`config.mk`:
```
export PLATFORM = sky130hd
export DESIGN_NAME = cpu_axi_bridge
export DESIGN_NICKNAME = d
export VERILOG_FILES = /design/src/rtl/cpu_axi_bridge.sv
export SDC_FILE = /design/constraint.sdc
export NUM_CORES = 1
export LEC_CHECK = 0
export BUFFER_PORTS_ARGS = -buffer_cell sky130_fd_sc_hd__buf_2
export CAP_MARGIN = 20
export CORE_ASPECT_RATIO = 0.8
export CORE_MARGIN = 5
export CORE_UTILIZATION = 35
export CTS_CLUSTER_DIAMETER = 30
export CTS_CLUSTER_SIZE = 40
export DETAILED_ROUTE_END_ITERATION = 16
export MAX_ROUTING_LAYER = met4
export PLACE_DENSITY = 0.69
export SLEW_MARGIN = 25
export SYNTH_ARGS = -nofsm -noshare
export SYNTH_HDL_FRONTEND = slang
export SYNTH_SLANG_ARGS = --single-unit
```
`constraint.sdc`:
```
create_clock -name clk -period 5.9 [get_ports clk]
set_clock_uncertainty 0.05 [all_clocks]
set_input_delay 0.59 -clock clk [delete_from_list [all_inputs] [get_ports clk]]
set_output_delay 0.59 -clock clk [all_outputs]
set_load 0.05 [all_outputs]
```
`src/rtl/cpu_axi_bridge.sv`:
```
// Bridges the core's SRAM-like instruction and data ports onto one AXI3 master.
// It allows one outstanding read, one outstanding write, and one data-side transaction at a time.
module cpu_axi_bridge #(
  parameter int ADDR_W = 32,
  parameter int DATA_W = 32
) (
  input  logic                clk,
  input  logic                reset,
  input  logic                inst_req,
  input  logic [ADDR_W-1:0]   inst_addr,
  output logic [DATA_W-1:0]   inst_rdata,
  output logic                inst_addr_ok,
  output logic                inst_data_ok,
  input  logic                data_req,
  input  logic                data_wr,
  input  logic [DATA_W/8-1:0] data_wstrb,
  input  logic [ADDR_W-1:0]   data_addr,
  input  logic [2:0]          data_size,
  input  logic [DATA_W-1:0]   data_wdata,
  output logic [DATA_W-1:0]   data_rdata,
  output logic                data_addr_ok,
  output logic                data_data_ok,
  output logic [3:0]          arid,
  output logic [ADDR_W-1:0]   araddr,
  output logic [2:0]          arsize,
  output logic                arvalid,
  input  logic                arready,
  input  logic [3:0]          rid,
  input  logic [DATA_W-1:0]   rdata,
  input  logic                rvalid,
  output logic                rready,
  output logic [ADDR_W-1:0]   awaddr,
  output logic [2:0]          awsize,
  output logic                awvalid,
  input  logic                awready,
  output logic [DATA_W-1:0]   wdata,
  output logic [DATA_W/8-1:0] wstrb,
  output logic                wvalid,
  input  logic                wready,
  input  logic                bvalid,
  output logic                bready,
  output logic [1:0]          rd_state_dbg,
  output logic [1:0]          wr_state_dbg
);

  // Handshakes: a transfer happens on the rising edge where valid and ready are both high;
  // valid is raised from a register, held with its payload stable until that edge, and
  // never waits on ready. The core-side addr_ok/data_ok are single-cycle strobes.

  typedef enum logic [1:0] {R_IDLE = 2'd0, R_AR = 2'd1, R_R = 2'd2} rd_state_t;
  typedef enum logic [1:0] {W_IDLE = 2'd0, W_ADDR = 2'd1, W_RESP = 2'd2} wr_state_t;

  rd_state_t r_state;
  wr_state_t w_state;
  logic      aw_done;
  logic      w_done;
  logic      data_rd_busy;
  logic      data_rd_go;
  logic      data_wr_go;
  logic      inst_go;
  logic      aw_hs;
  logic      w_hs;

  // arid still holds the ID of the read in flight, so it tells us whether that read is a data read.
  assign data_rd_busy = (r_state != R_IDLE) && (arid == 4'd1);
  assign data_rd_go   = !reset && (r_state == R_IDLE) && data_req && !data_wr && (w_state == W_IDLE);
  assign inst_go      = !reset && (r_state == R_IDLE) && inst_req && !data_rd_go;
  assign data_wr_go   = !reset && (w_state == W_IDLE) && data_req && data_wr && !data_rd_busy;

  assign inst_addr_ok = inst_go;
  assign data_addr_ok = data_rd_go || data_wr_go;
  assign inst_rdata   = rdata;
  assign data_rdata   = rdata;
  assign inst_data_ok = (r_state == R_R) && rvalid && (rid == 4'd0);
  assign data_data_ok = ((r_state == R_R) && rvalid && (rid == 4'd1)) ||
                        ((w_state == W_RESP) && bvalid);

  assign aw_hs        = awvalid && awready;
  assign w_hs         = wvalid && wready;
  assign rd_state_dbg = r_state;
  assign wr_state_dbg = w_state;

  always_ff @(posedge clk or posedge reset) begin
    if (reset) begin
      r_state <= R_IDLE;
      araddr  <= '0;
      arsize  <= '0;
      arid    <= '0;
      arvalid <= 1'b0;
      rready  <= 1'b0;
    end else begin
      case (r_state)
        R_IDLE: begin
          if (data_rd_go) begin
            araddr  <= data_addr;
            arsize  <= data_size;
            arid    <= 4'd1;
            arvalid <= 1'b1;
            r_state <= R_AR;
          end else if (inst_go) begin
            araddr  <= inst_addr;
            arsize  <= 3'd2;
            arid    <= 4'd0;
            arvalid <= 1'b1;
            r_state <= R_AR;
          end
        end
        R_AR: begin
          if (arready) begin
            arvalid <= 1'b0;
            rready  <= 1'b1;
            r_state <= R_R;
          end
        end
        R_R: begin
          if (rvalid) begin
            rready  <= 1'b0;
            r_state <= R_IDLE;
          end
        end
        default: r_state <= R_IDLE;
      endcase
    end
  end

  always_ff @(posedge clk or posedge reset) begin
    if (reset) begin
      w_state <= W_IDLE;
      awaddr  <= '0;
      awsize  <= '0;
      wdata   <= '0;
      wstrb   <= '0;
      awvalid <= 1'b0;
      wvalid  <= 1'b0;
      bready  <= 1'b0;
      aw_done <= 1'b0;
      w_done  <= 1'b0;
    end else begin
      case (w_state)
        W_IDLE: begin
          if (data_wr_go) begin
            awaddr  <= data_addr;
            awsize  <= data_size;
            wdata   <= data_wdata;
            wstrb   <= data_wstrb;
            awvalid <= 1'b1;
            wvalid  <= 1'b1;
            aw_done <= 1'b0;
            w_done  <= 1'b0;
            w_state <= W_ADDR;
          end
        end
        W_ADDR: begin
          // AW and W complete independently, in either order or together.
          if (aw_hs) begin
            awvalid <= 1'b0;
            aw_done <= 1'b1;
          end
          if (w_hs) begin
            wvalid <= 1'b0;
            w_done <= 1'b1;
          end
          if ((aw_done || aw_hs) && (w_done || w_hs)) begin
            bready  <= 1'b1;
            w_state <= W_RESP;
          end
        end
        W_RESP: begin
          if (bvalid) begin
            bready  <= 1'b0;
            w_state <= W_IDLE;
          end
        end
        default: w_state <= W_IDLE;
      endcase
    end
  end

endmodule

```
## After elaboration in Yosys (flattened, before gate mapping)

Index checks and enable logic that the tools add are counted.
Widths: inputs -> output; s select.

| word-level totals | value |
|---|---|
| bits in latches | 0 |
| bits in writable memories | 0 |
| bits in read-only memories | 0 |
| word-level logic and storage cells | 109 |
| memories | 0 |
| register bits after elaboration | 121 |
| output and inout bits | 187 |
| input port bits | 149 |

| cells by class | value |
|---|---|
| order comparisons | 0 |
| divide/modulo/power cells | 0 |
| multipliers | 0 |
| bitwise operators | 0 |
| $add $sub $neg | 0 |
| eq/ne operators | 14 |
| muxes and demuxes | 35 |
| reduce and logical (&&, ||, !) cells | 44 |
| shifts and indexed selects | 0 |

Operators with widths:

| cell | number |
|---|---|
| $mux 32 | 2 |
| $reduce_and 3->1 | 7 |
| $logic_and 1x1->1 | 18 |
| $mux 2 | 7 |
| $ne 2x2->1 const B | 7 |
| $pmux 1 s2 | 7 |
| $mux 1 | 13 |
| $pmux 2 s3 | 2 |
| $reduce_bool 2->1 | 6 |
| $eq 4x1->1 const B | 2 |
| $mux 4 | 2 |
| $mux 3 | 2 |
| $eq 2x1->1 const B | 2 |
| $eq 2x2->1 const B | 2 |
| $logic_not 1->1 | 4 |
| $logic_not 2->1 | 2 |
| $logic_not 4->1 | 1 |
| $logic_or 1x1->1 | 4 |
| $reduce_and 2->1 | 2 |
| $ne 3x3->1 const B | 1 |

## Longest topological paths before layout

| depth | value |
|---|---|
| word-level depth | 10 |
| gate-level depth with buffers | 6 |

## Worst setup path after synthesis

Ideal clock, no wire load.

| timing path | value |
|---|---|
| path type | input -> output |
| from | input port reset |
| to | output port data_addr_ok |
| setup slack | 0.520 ns |
| data arrival time | 4.740 ns |
| buffers on the path | 1 |
| stages on the path | 4 |
| path through | inv_1 nand4_2 buf_6 o21ai_0 |

| on the way | value |
|---|---|
| longest elaborated chain between the ends | 6 |
| elaborated cells between the ends (all ways) | 10 |
| classes of those cells | reduce/logical (10) |

Ends and longest elaborated chain:

| what | line | source |
|---|---|---|
| from (decl) | 8 | `input logic reset,` |
| $logic_not 1->1 (no line) * | n/a |  |
| $logic_and 1x1->1, on equally long branches (4 in series) | 66, 68 |  |
| $logic_or 1x1->1 * | 71 | `assign data_addr_ok = data_rd_go \|\| data_wr_go;` |
| to (decl) | 21 | `output logic data_addr_ok,` |

Mark *: on every way between the ends. The rest lies on a longest branch, timed or not.

## Worst setup path in the final report

| timing path | value |
|---|---|
| from | register w_state[1] (netlist: wr_state_dbg[1]) |
| to | output port data_addr_ok |

| on the way | value |
|---|---|
| longest elaborated chain between the ends | 6 |
| elaborated cells between the ends (all ways) | 7 |
| classes of those cells | reduce/logical (7) |

Ends and longest elaborated chain:

| what | line | source |
|---|---|---|
| from (decl) | 54 | `wr_state_t w_state;` |
| from (signal assigned) | 128 | `w_state <= W_IDLE;` |
| from (signal assigned) | 150 | `w_state <= W_ADDR;` |
| from (signal assigned) | 165 | `w_state <= W_RESP;` |
| $logic_not 2->1 * | 66, 68 |  |
| $logic_and 1x1->1 (4 in series) | 68 | `assign data_wr_go = !reset && (w_state == W_IDLE) && data_req && data_wr && !data_rd_busy;` |
| $logic_or 1x1->1 * | 71 |  |

Marked as above.

==> summary.log <==
INFO  status         outcome=completed
INFO  cts            clkSlewWorstSetupHoldPaths=50ps
INFO  setup_path     crit_arrival=2390ps
INFO  pwr            power=5.07mW
INFO  timing         layout_setup_ws=2870ps
INFO  yosys          avgSynthCellArea=12.8um2
INFO  detailed_routing initialDrtViolationCount=93
INFO  detailed_routing drt_first_pass_iters=4
INFO  cts            tritoncts=built
INFO  yosys          synth-seq-area-share=53.2%
INFO  detailed_routing vias_after_detailed_routing=3953
INFO  placed_design  post-place-cells=801
INFO  cts            root_buffer=sky130_fd_sc_hd__clkbuf_16
INFO  final_layout   fraction_of_layout_instances_using_a_drive_strength_above_1=56.1%
INFO  floorplanning  fp.dieW=151um
INFO  global_route   antenna_found_initial=0
INFO  detailed_routing detailed_route_drc_error_count=0
INFO  timing         max-slew-margin-rel=35.8%
INFO  setup_path     critPathCaptureType=primary output
INFO  yosys          synth.ff_latch_count=118
INFO  floorplanning  num_io_pins=336
INFO  job            max-cap-violations=0
INFO  cts            cts_resized=0
INFO  detailed_routing detail_route.wirelength=14.5mm
INFO  pwr            ir_drop=460uV
INFO  detailed_routing detail_route.wl_per_cell=17.4um
INFO  floorplanning  starting_utilization_of_the_core_area=35.5%
INFO  yosys          synth_most_common_cell=sky130_fd_sc_hd__dfrtp_1
INFO  yosys          synth_flop_cell=sky130_fd_sc_hd__dfrtp_1
INFO  cts            htreeDepth=4
INFO  cts            insertion_delay=400ps
INFO  yosys          syn_inst=435
INFO  timing         clock.fmax=0.331GHz
INFO  detailed_routing wl_met2=7.44mm
INFO  yosys          synth.cell_area=0.00555mm2
INFO  setup_path     critical_path_class=flip-flop to primary output
INFO  floorplanning  placeableCoreArea=0.0156mm2
INFO  placed_design  dp_worst_setup_slack=2760ps
INFO  setup_path     cp_data_required_time=5260ps
INFO  final_layout   fin_area=0.00704mm2
INFO  yosys          synth_enable_flop_cells=0
INFO  placed_design  total_placed_instance_area=0.00639mm2
INFO  timing         finalSetupViolCount=0
INFO  cts            cts-root-to-sink-buffers=2
INFO  final_layout   layout.cells.non_filler=834
INFO  setup_path     largest_fanout_on_the_critical_path=36
INFO  global_route   vias_in_the_first_global_route=4324
INFO  pwr            leakage_component_of_the_power=3.60nW
INFO  placed_design  detailed_place_hpwl=10.8mm
INFO  timing         timing_hold_violations_final=0
INFO  timing         timing.final.max_slew_violations=0
INFO  global_route   grt_max_degree=74
INFO  cts            cts_buffers=17
INFO  detailed_routing routed_length_on_met1=5.78mm
INFO  final_layout   antennaDiodeCount=0
INFO  global_route   grt_first_pass_wirelength=22.4mm
INFO  yosys          synthTopCellsByCount=sky130_fd_sc_hd__dfrtp_1 (118), sky130_fd_sc_hd__buf_4 (71), sky130_fd_sc_hd__mux2_2 (71)
INFO  yosys          synth-async-reset-ratio=100%
INFO  yosys          netlist_top_cells_area=sky130_fd_sc_hd__dfrtp_1 (53%), sky130_fd_sc_hd__mux2_2 (14%), sky130_fd_sc_hd__buf_4 (9.6%)
INFO  floorplanning  area_of_the_die=0.0185mm2
INFO  yosys          yosys.cell_types.count=32
INFO  timing         max_slew.worst_pin.slew=964ps
INFO  floorplanning  num_rows=41
INFO  final_layout   nets=755
INFO  placed_design  io_buffers=236
INFO  cts            cts.hold.buffers_added=0
INFO  detailed_routing vias_per_cell=4.74
INFO  yosys          synth-warning-count=0
INFO  detailed_routing wl_met3=1.07mm
INFO  placed_design  globalplace.congestion=0.756
INFO  pwr            power.density_cell_area=720mW/mm2
INFO  detailed_routing dr.max_layer_used=met4
INFO  timing         rsz0062_at_grt=no
INFO  final_layout   area_growth_from_synthesis_to_layout=26.8%
INFO  timing         timing.setup.tns=0ps
INFO  hold_path      hp-class=input port to flip-flop
INFO  global_route   grt.total_usage=16.0%
INFO  timing         period_minus_slack=3030ps
INFO  cts            clock-sinks=118
INFO  detailed_routing ant_nets=0
INFO  yosys          yosysTopAreaCell=sky130_fd_sc_hd__dfrtp_1
INFO  final_layout   fillerInstances=1442
INFO  global_route   overflow=0
INFO  floorplanning  chipHeight=123um
INFO  yosys          yosysTopAreaCellShare=53.2%
INFO  setup_path     start_kind=flip-flop
INFO  timing         final.period_utilization=51.3%
INFO  cts            post-cts-setup-buffer-count=0
==> state kept, by name, summed over array words and instances, names as in the netlist, 2 cells and up <==
signal and flops:
araddr 32, wr_state_dbg 2, rd_state_dbg 2, arsize 3, wdata 32, wstrb 4
awsize 3, awaddr 32
==> cells in the final DEF, fill, tap and decap left out, types with 2 or more instances in the layout <==
| cell type | instances |
|---|---|
| sky130_fd_sc_hd__a22o_1 | 2 |
| sky130_fd_sc_hd__a21oi_1 | 5 |
| sky130_fd_sc_hd__o22ai_1 | 2 |
| sky130_fd_sc_hd__clkbuf_16 | 17 |
| sky130_fd_sc_hd__conb_1 | 3 |
| sky130_fd_sc_hd__clkinv_4 | 2 |
| sky130_fd_sc_hd__nor2_1 | 6 |
| sky130_fd_sc_hd__a21o_1 | 4 |
| sky130_fd_sc_hd__a31oi_1 | 2 |
| sky130_fd_sc_hd__mux2i_1 | 32 |
| sky130_fd_sc_hd__clkinvlp_4 | 2 |
| sky130_fd_sc_hd__nor4b_1 | 2 |
| sky130_fd_sc_hd__o21ai_0 | 6 |
| sky130_fd_sc_hd__nor3_1 | 2 |
| sky130_fd_sc_hd__clkbuf_1 | 2 |
| sky130_fd_sc_hd__buf_2 | 236 |
| sky130_fd_sc_hd__clkinv_2 | 3 |
| sky130_fd_sc_hd__nand2b_1 | 6 |
| sky130_fd_sc_hd__inv_1 | 3 |
| sky130_fd_sc_hd__nand2_1 | 7 |
| sky130_fd_sc_hd__o2bb2ai_1 | 32 |
| sky130_fd_sc_hd__bufinv_16 | 4 |
| sky130_fd_sc_hd__dfrtp_1 | 118 |
| sky130_fd_sc_hd__buf_4 | 4 |
| sky130_fd_sc_hd__mux2_2 | 71 |
| sky130_fd_sc_hd__and2_1 | 32 |
==> power breakdown <==
group	switching [mW]	internal (mW)	total (mW)
Clock	0.370	0.718	1.09
Sequential	0.237	1.21	1.45
Combinational	1.88	0.652	2.53
==> path summary, 6_finish.rpt <==
kind,start,end,slack (ps),cells past startpoint
worst min register to register,araddr[6],araddr[6],430,1
max in group asynchronous,reset,awaddr[30],4280,3
worst min-delay path,rvalid,rd_state_dbg[1],330,2
worst max-delay path,wr_state_dbg[1],data_addr_ok,2870,4
worst max register to register,wr_state_dbg[1],wdata[28],3590,3
min in group asynchronous,reset,araddr[14],350,2
==> metal layers <==
| metal | track usage, % | vias up |
|---|---|---|
| met4 | 6.74 | 0 |
| met2 | 26.7 | 195 |
| li1 | - | 1799 |
| met1 | 18.3 | 1935 |
| met5 | - | - |
| met3 | 4.54 | 24 |
==> per-stage QoR <==
| stage | hold slack (ps) | util [%] |
|---|---|---|
| 2_1_floorplan | 413 | - |
| 3_3_place_gp | 423 | 40.8 |
| 3_5_place_dp | 424 | 40.8 |
| 4_1_cts | 309 | 44.8 |
| 5_1_grt | 322 | 45.0 |
| 6_report | 333 | 45.0 |
==> area by class of cell <==
class                           instances  area (um2)  share of cell area (%)
Clock buffer                           20         447                    6.34
Clock inverter                         12         176                    2.51
Inverter                                4        17.5                   0.249
Multi-Input combinational cell        224        1940                    27.6
Sequential cell                       118        2950                    41.9
Tap cell                              215         269                    3.82
Timing Repair Buffer                  241        1240                    17.6
==> cells by family after synthesis <==
| kind of cell | after synthesis | share of synthesized area, % |
|---|---|---|
| flops | 118 | 53.2 |
| other cells | 1 | 0.0675 |
| compound gates | 55 | 7.53 |
| simple gates | 63 | 6.83 |
| buf+inv | 95 | 12.2 |
| mux | 103 | 20.2 |
==> worst max-delay path, stage by stage (launching register included) <==
cell	delay (ps)
sky130_fd_sc_hd__dfrtp_1	450
sky130_fd_sc_hd__or4b_2	690
sky130_fd_sc_hd__buf_4	340
sky130_fd_sc_hd__o21ai_0	210
sky130_fd_sc_hd__buf_2	290
Note: power is estimated with default switching activity, not from simulation.
